### src/rtl/sync_fifo_pkg.sv
// Shared constants and width helpers for the parametrised synchronous FIFO.
package sync_fifo_pkg;

    localparam int unsigned DEF_WIDTH = 16;
    localparam int unsigned DEF_DEPTH = 64;

    // Storage index width; a depth of 1 would still need a 1-bit index.
    function automatic int unsigned addr_w(input int unsigned depth);
        return (depth <= 1) ? 1 : $clog2(depth);
    endfunction

    // Occupancy spans 0..DEPTH, so it needs one bit beyond the index.
    function automatic int unsigned cnt_w(input int unsigned depth);
        return addr_w(depth) + 1;
    endfunction

endpackage

### src/rtl/sync_fifo_mem.sv
// Simple dual-port storage: one write port, one registered read port.
module sync_fifo_mem
    import sync_fifo_pkg::*;
#(
    parameter int unsigned WIDTH = DEF_WIDTH,
    parameter int unsigned AW    = 6
) (
    input  logic             clk,
    input  logic             rst,
    input  logic             we,
    input  logic [AW-1:0]    waddr,
    input  logic [WIDTH-1:0] wdata,
    input  logic             re,
    input  logic [AW-1:0]    raddr,
    output logic [WIDTH-1:0] rdata
);

    localparam int unsigned NUM = 1 << AW;

    logic [WIDTH-1:0] r_mem [NUM];
    logic [WIDTH-1:0] r_rdata;

    // Array is intentionally not reset.
    always_ff @(posedge clk) begin
        if (we) begin
            r_mem[waddr] <= wdata;
        end
    end

    always_ff @(posedge clk or posedge rst) begin
        if (rst) begin
            r_rdata <= '0;
        end else if (re) begin
            r_rdata <= r_mem[raddr];
        end
    end

    assign rdata = r_rdata;

endmodule

### src/rtl/sync_fifo_param.sv
// Parametrised synchronous FIFO with registered read, count and threshold flags.
// Optional sticky overflow/underflow flags when SYNC_FIFO_ERR_EN is defined.
module sync_fifo_param
    import sync_fifo_pkg::*;
#(
    parameter int unsigned WIDTH     = DEF_WIDTH,
    parameter int unsigned DEPTH     = DEF_DEPTH,
    parameter int unsigned AF_THRESH = DEPTH - 4,
    parameter int unsigned AE_THRESH = 4
) (
    input  logic                      clk,
    input  logic                      rst,
    input  logic [WIDTH-1:0]          wdata,
    input  logic                      wen,
    output logic                      full,
    output logic                      almost_full,
    output logic [WIDTH-1:0]          rdata,
    output logic                      rvalid,
    input  logic                      ren,
    output logic                      empty,
    output logic                      almost_empty,
`ifdef SYNC_FIFO_ERR_EN
    output logic                      overflow,
    output logic                      underflow,
    input  logic                      err_clr,
`endif
    output logic [cnt_w(DEPTH)-1:0]   count
);

    localparam int unsigned AW = addr_w(DEPTH);
    localparam int unsigned CW = cnt_w(DEPTH);

    logic [AW:0]   r_waddr;
    logic [AW:0]   r_raddr;
    logic          r_rvalid;
    logic          w_full;
    logic          w_empty;
    logic [CW-1:0] w_count;
    logic          w_wvalid;
    logic          w_rvalid_int;

    // Status depends only on the registered pointers.
    assign w_empty = (r_waddr == r_raddr);
    assign w_full  = (r_waddr[AW-1:0] == r_raddr[AW-1:0]) && (r_waddr[AW] != r_raddr[AW]);
    assign w_count = CW'(r_waddr - r_raddr);

    assign w_wvalid     = wen & ~w_full;
    assign w_rvalid_int = ren & ~w_empty;

    always_ff @(posedge clk or posedge rst) begin
        if (rst) begin
            r_waddr  <= '0;
            r_raddr  <= '0;
            r_rvalid <= 1'b0;
        end else begin
            if (w_wvalid) begin
                r_waddr <= r_waddr + (AW+1)'(1);
            end
            if (w_rvalid_int) begin
                r_raddr <= r_raddr + (AW+1)'(1);
            end
            r_rvalid <= w_rvalid_int;
        end
    end

    sync_fifo_mem #(
        .WIDTH (WIDTH),
        .AW    (AW)
    ) u_mem (
        .clk   (clk),
        .rst   (rst),
        .we    (w_wvalid),
        .waddr (r_waddr[AW-1:0]),
        .wdata (wdata),
        .re    (w_rvalid_int),
        .raddr (r_raddr[AW-1:0]),
        .rdata (rdata)
    );

    assign full         = w_full;
    assign empty        = w_empty;
    assign count        = w_count;
    assign almost_full  = (w_count >= CW'(AF_THRESH));
    assign almost_empty = (w_count <= CW'(AE_THRESH));
    assign rvalid       = r_rvalid;

`ifdef SYNC_FIFO_ERR_EN
    logic r_overflow;
    logic r_underflow;

    // Set beats clear when both happen in the same cycle.
    always_ff @(posedge clk or posedge rst) begin
        if (rst) begin
            r_overflow  <= 1'b0;
            r_underflow <= 1'b0;
        end else begin
            if (wen & w_full) begin
                r_overflow <= 1'b1;
            end else if (err_clr) begin
                r_overflow <= 1'b0;
            end
            if (ren & w_empty) begin
                r_underflow <= 1'b1;
            end else if (err_clr) begin
                r_underflow <= 1'b0;
            end
        end
    end

    assign overflow  = r_overflow;
    assign underflow = r_underflow;
`endif

endmodule

### config.mk
export PLATFORM = sky130hd
export DESIGN_NAME = sync_fifo_param
export DESIGN_NICKNAME = d
export VERILOG_FILES = /design/src/rtl/sync_fifo_pkg.sv /design/src/rtl/sync_fifo_mem.sv /design/src/rtl/sync_fifo_param.sv
export SDC_FILE = /design/constraint.sdc
export NUM_CORES = 1
export LEC_CHECK = 0
export ABC_AREA = 1
export CAP_MARGIN = 10
export CORE_UTILIZATION = 63
export DETAILED_ROUTE_END_ITERATION = 8
export HOLD_SLACK_MARGIN = 0.1
export PLACE_DENSITY_LB_ADDON = 0.05
export SLEW_MARGIN = 20
export SYNTH_ARGS = -nofsm -noshare
export SYNTH_HDL_FRONTEND = slang
export SYNTH_SLANG_ARGS = --single-unit
export TNS_END_PERCENT = 100
### constraint.sdc
create_clock -name clk -period 4.6 [get_ports clk]
set_clock_uncertainty 0.15 [all_clocks]
set_input_delay 0.46 -clock clk [delete_from_list [all_inputs] [get_ports clk]]
set_output_delay 0.46 -clock clk [all_outputs]
set_load 0.01 [all_outputs]
==> run_summary.xml <==
<?xml version="1.0" encoding="UTF-8"?>
<metrics>
  <group name="final_layout">
    <metric name="layout.nets" unit="">4429</metric>
    <metric name="fillerInstances" unit="">5041</metric>
    <metric name="share_of_the_core_filled_with_cells_in_the_final_layout" unit="%">71.23</metric>
    <metric name="drive_gt1_share" unit="%">6.898</metric>
    <metric name="diodes" unit="">0</metric>
    <metric name="layoutNonFillerInstCount" unit="">5434</metric>
    <metric name="syn2layout_area_growth" unit="%">11.21</metric>
  </group>
  <group name="setup_path">
    <metric name="timing_worst_setup_path_type" unit="">flip-flop to primary output</metric>
    <metric name="critical_path_required" unit="ns">3.99</metric>
    <metric name="rrSetupSlack" unit="ns">1.01</metric>
    <metric name="crit_path_cell_trace" unit="">inv_1, ha_1, inv_1, fa_1, nand2_1, inv_1, nand3_1, o211ai_1, xor2_1, inv_1, nor3_1, clkdlybuf4s50_1</metric>
    <metric name="path_common_cell" unit="">inv_1</metric>
    <metric name="worstPathBufferInverterCount" unit="">5</metric>
    <metric name="max_stage_delay" unit="ns">0.56</metric>
    <metric name="endpoint_kind" unit="">primary output</metric>
    <metric name="critical_path_arrival" unit="ns">3.44</metric>
    <metric name="worstSetupPathDepth" unit="">12</metric>
    <metric name="setup.worst_path.end" unit="">almost_empty</metric>
    <metric name="worstReg2RegEnd" unit="">u_mem.rdata[9]</metric>
    <metric name="worst_path_dominant_cell_family" unit="">buffers and inverters</metric>
    <metric name="cp-start-kind" unit="">flip-flop</metric>
    <metric name="critPathMaxFanout" unit="">6</metric>
    <metric name="critPathLaunch" unit="">r_waddr[0]</metric>
    <metric name="reg_to_reg_startpoint" unit="">r_raddr[0]</metric>
    <metric name="worst_r2r_path_depth" unit="">12</metric>
    <metric name="worst_path_cell_with_the_longest_stage_delay" unit="">clkdlybuf4s50_1</metric>
  </group>
  <group name="yosys">
    <metric name="synth_async_sr_flop_share" unit="%">2.938</metric>
    <metric name="synth-simple-area-share" unit="%">21.36</metric>
    <metric name="synth-edff-count" unit="">1024</metric>
    <metric name="post_synth_fa_ha_maj_area_fraction" unit="%">0.2664</metric>
    <metric name="net_count_after_synthesis" unit="">4358</metric>
    <metric name="synth.top_cells.by_count" unit="">1443 x nand2_1, 1024 x edfxtp_1, 510 x inv_1</metric>
    <metric name="yosysTopAreaCell" unit="">edfxtp_1</metric>
    <metric name="largest_family_of_logic_cells_by_synthesized_area" unit="">simple AND/OR/NAND/NOR gates</metric>
    <metric name="post_synth_main_area_contributors" unit="">edfxtp_1 68%, nand2_1 12%, nand3_1 5.6%, inv_1 4.2%, nor2_1 3.6%</metric>
    <metric name="synth-compound-area-share" unit="%">1.449</metric>
    <metric name="post-synth-top-count-cell" unit="">nand2_1</metric>
    <metric name="synth.top_cell.area_share" unit="%">68.20</metric>
    <metric name="synth_warnings" unit="">0</metric>
    <metric name="synth-main-ff-cell" unit="">edfxtp_1</metric>
    <metric name="synthCells" unit="">4329</metric>
    <metric name="synthesized_area_per_cell" unit="um^2">10.42</metric>
    <metric name="fraction_of_the_yosys_area_taken_by_sequential_cells" unit="%">69.92</metric>
    <metric name="yosys_register_bits" unit="">1055</metric>
    <metric name="number_of_distinct_standard_cells_referenced_by_the_synthesized_netlist" unit="">26</metric>
    <metric name="yosys.area_share.xor_xnor" unit="%">0.2914</metric>
    <metric name="mappedNetlistArea" unit="um^2">45090</metric>
    <metric name="synth.area.mux_share" unit="%">0</metric>
  </group>
  <group name="route">
    <metric name="length_of_the_first_detailed_routing_pass_in_iterations" unit="">6</metric>
    <metric name="via_count" unit="">30730</metric>
    <metric name="detailedRoute.firstIterationViolations" unit="">4006</metric>
    <metric name="via_per_inst" unit="">5.656</metric>
    <metric name="wl_per_cell" unit="um">21.87</metric>
    <metric name="antenna_violating_nets_post_route" unit="">0</metric>
    <metric name="route.final.wire_length" unit="um">118800</metric>
    <metric name="drcViolationCount" unit="">0</metric>
  </group>
  <group name="power_and_ir_drop">
    <metric name="power.density" unit="nW/um^2">620.6</metric>
    <metric name="leakage" unit="nW">20.61</metric>
    <metric name="combPwrFrac" unit="%">36.6</metric>
    <metric name="power.share.sequential" unit="%">36.1</metric>
    <metric name="power.total" unit="W">0.03112</metric>
    <metric name="switching_share" unit="%">38.88</metric>
    <metric name="net-switching-power" unit="W">0.01210</metric>
    <metric name="internal_power_of_the_cells" unit="W">0.01902</metric>
    <metric name="power.ir.vdd_worst" unit="V">0.0009067</metric>
    <metric name="clock_power_share" unit="%">27.4</metric>
  </group>
  <group name="floorplanning">
    <metric name="die-width" unit="um">269.5</metric>
    <metric name="std_cell_rows" unit="">97</metric>
    <metric name="chip_height" unit="um">269.5</metric>
    <metric name="pin_count" unit="">48</metric>
    <metric name="dieArea" unit="um^2">72640</metric>
    <metric name="design.core.area" unit="um^2">70390</metric>
    <metric name="initial_core_util" unit="%">64.05</metric>
  </group>
  <group name="grt">
    <metric name="grt_usage" unit="%">33.12</metric>
    <metric name="grt_antenna_before_repair" unit="">3</metric>
    <metric name="grt_remaining_overflow" unit="">0</metric>
    <metric name="grt_first_pass_wirelength" unit="um">179600</metric>
    <metric name="grt_start_max_net_pins" unit="">210</metric>
    <metric name="first_global_vias" unit="">28910</metric>
  </group>
  <group name="timing">
    <metric name="hold_violations" unit="">0</metric>
    <metric name="share_of_the_clock_period_used_by_the_worst_path_after_layout" unit="%">88.08</metric>
    <metric name="maxSlewViolCount" unit="">0</metric>
    <metric name="final_critical_delay_including_setup_and_external_delays" unit="ns">4.052</metric>
    <metric name="timing.fmax" unit="GHz">0.2468</metric>
    <metric name="rsz0062_at_grt" unit="">false</metric>
    <metric name="worst_pin_slew" unit="ns">1.117</metric>
    <metric name="max_slew_margin" unit="%">25.53</metric>
    <metric name="final.setup.tns" unit="ns">0</metric>
    <metric name="finalSetupViolCount" unit="">0</metric>
  </group>
  <group name="place">
    <metric name="cell_count_after_placement" unit="">5231</metric>
    <metric name="gp_routability_congestion" unit="">0.9457</metric>
    <metric name="port_buffers" unit="">47</metric>
    <metric name="post_detailed_placement_half_perimeter_wirelength" unit="um">68390</metric>
  </group>
  <group name="cts">
    <metric name="clock_path_buffers" unit="">3</metric>
    <metric name="worst_skew_pair.late_latency" unit="ns">0.67</metric>
    <metric name="htree_levels" unit="">3</metric>
    <metric name="tritoncts" unit="">built</metric>
    <metric name="clock_sinks" unit="">1055</metric>
    <metric name="cts_post_setup_buffers_inserted" unit="">0</metric>
    <metric name="clk_pin_slew" unit="ns">0.06</metric>
    <metric name="cts.root.buffer_cell" unit="">clkbuf_16</metric>
    <metric name="cts_made_buffers" unit="">106</metric>
  </group>
  <group name="run">
    <metric name="maxCapViolations" unit="">0</metric>
  </group>
  <group name="worst_hold_path">
    <metric name="holdCritPathClass" unit="">primary input to flip-flop</metric>
  </group>
  <group name="outcome">
    <metric name="outcome" unit="">finished, final reports clean</metric>
  </group>
</metrics>
==> worst register-to-register path: stages, from the launching register on <==
cell and delay (ns):
dfrtp_4 0.40, buf_4 0.57, buf_4 0.87, nor2_1 0.12, nor2_1 0.11, o21ai_0 0.10
nand3_1 0.21, nand3_1 0.26, nand2_1 0.13, nand2_1 0.05, nor2_1 0.33, nor2_1 0.09
nor2_1 0.12
==> placed cells by master, fill, tap and decap left out <==
cell type / count
bufinv_16: 10
clkdlybuf4s50_1: 31
a21oi_1: 19
inv_1: 508
clkbuf_8: 6
nor2_2: 1
edfxtp_1: 1024
o21ai_1: 9
fa_1: 1
inv_8: 2
clkinvlp_4: 3
nand2_1: 1443
inv_2: 2
xor2_1: 13
a21o_1: 1
ha_1: 8
buf_12: 9
o21ai_0: 98
clkinv_2: 22
clkbuf_16: 107
inv_6: 5
nor2_1: 429
buf_2: 16
clkinv_1: 28
dfrtp_1: 28
dfrtp_4: 3
nand4_1: 5
nand3_1: 504
nor3_2: 2
nand3b_1: 1
o211ai_1: 1
xnor2_1: 2
nor3_1: 5
buf_4: 119
clkbuf_1: 24
clkinv_8: 2
o21bai_1: 1
dlygate4sd3_1: 1
nor2_4: 1
==> kinds of logic (layout without fill, tap and decap cells) <==
kind of cell / after synthesis / count (layout)
AND/OR/NAND/NOR: 2391 / 2391
flip-flops: 1055 / 1055
buffers and inverters: 730 / 895
AO/OA/AOI/OAI: 129 / 129
XOR/XNOR: 15 / 15
adder cells (fa/ha/maj): 9 / 9
==> sequential cells by signal, indices dropped and copies added, names as in the netlist <==
signal and count:
r_waddr 7, u_mem.r_mem 1024, u_mem.rdata 16, r_raddr 7, rvalid 1
==> power by group through the flow <==
stage	Clock, W	Combinational [W]	Sequential (W)
2_1_floorplan	0	0.00712	0.0113
3_3_place_gp	0	0.0111	0.0114
3_5_place_dp	0	0.0112	0.0114
4_1_cts	0.00857	0.0112	0.0112
5_1_grt	0.00894	0.0124	0.0112
6_report	0.00852	0.0114	0.0112
==> through the flow <==
stage / area, um^2 / hold WS (ns) / setup WS, ns
floorplan: 45090 / 0.3119 / 1.188
global placement: 46680 / 0.3245 / 1.177
detailed placement: 46680 / 0.3321 / 1.121
CTS: 50140 / 0.1497 / 0.5662
global route: 50140 / 0.1378 / 0.3350
finish: 50140 / 0.1547 / 0.5481
==> worst min-delay path by stage <==
stage	from	endpoint	slack, ns	cells past startpoint
after floorplan	r_waddr[6]	r_waddr[6]	0.31	1
after global placement	r_waddr[6]	r_waddr[6]	0.32	1
after detailed placement	r_waddr[6]	r_waddr[6]	0.33	1
after CTS	wdata[3]	u_mem.r_mem[24][3]	0.15	1
after global routing	wdata[3]	u_mem.r_mem[61][3]	0.14	1
final	wdata[3]	u_mem.r_mem[24][3]	0.15	1
==> per-layer routing <==
| metal | part of all wire [%] | up-vias | track usage, % |
|---|---|---|---|
| li1 | - | 14250 | - |
| met1 | 41 | 14700 | 48.58 |
| met2 | 46 | 1574 | 51.15 |
| met3 | 10 | 200 | 6.385 |
| met4 | 2.5 | 6 | 9.061 |
| met5 | 0.035 | - | 0 |
==> what timing repair did <==
action,4_1_cts,5_1_grt
endpoints found under the hold margin,30,0
resized for setup,0,0
hold buffers,1,0
==> final cells by class <==
cell class | count | area [um^2] | share of cell area, %
Clock inverter | 65 | 595.6 | 1.188
Inverter | 517 | 1956 | 3.900
Tap cell | 940 | 1176 | 2.346
Multi-Input combinational cell | 2544 | 10560 | 21.05
Clock buffer | 137 | 2850 | 5.684
Timing Repair Buffer | 176 | 1474 | 2.939
Sequential cell | 1055 | 31540 | 62.89
(Power assumes the default switching activity.)
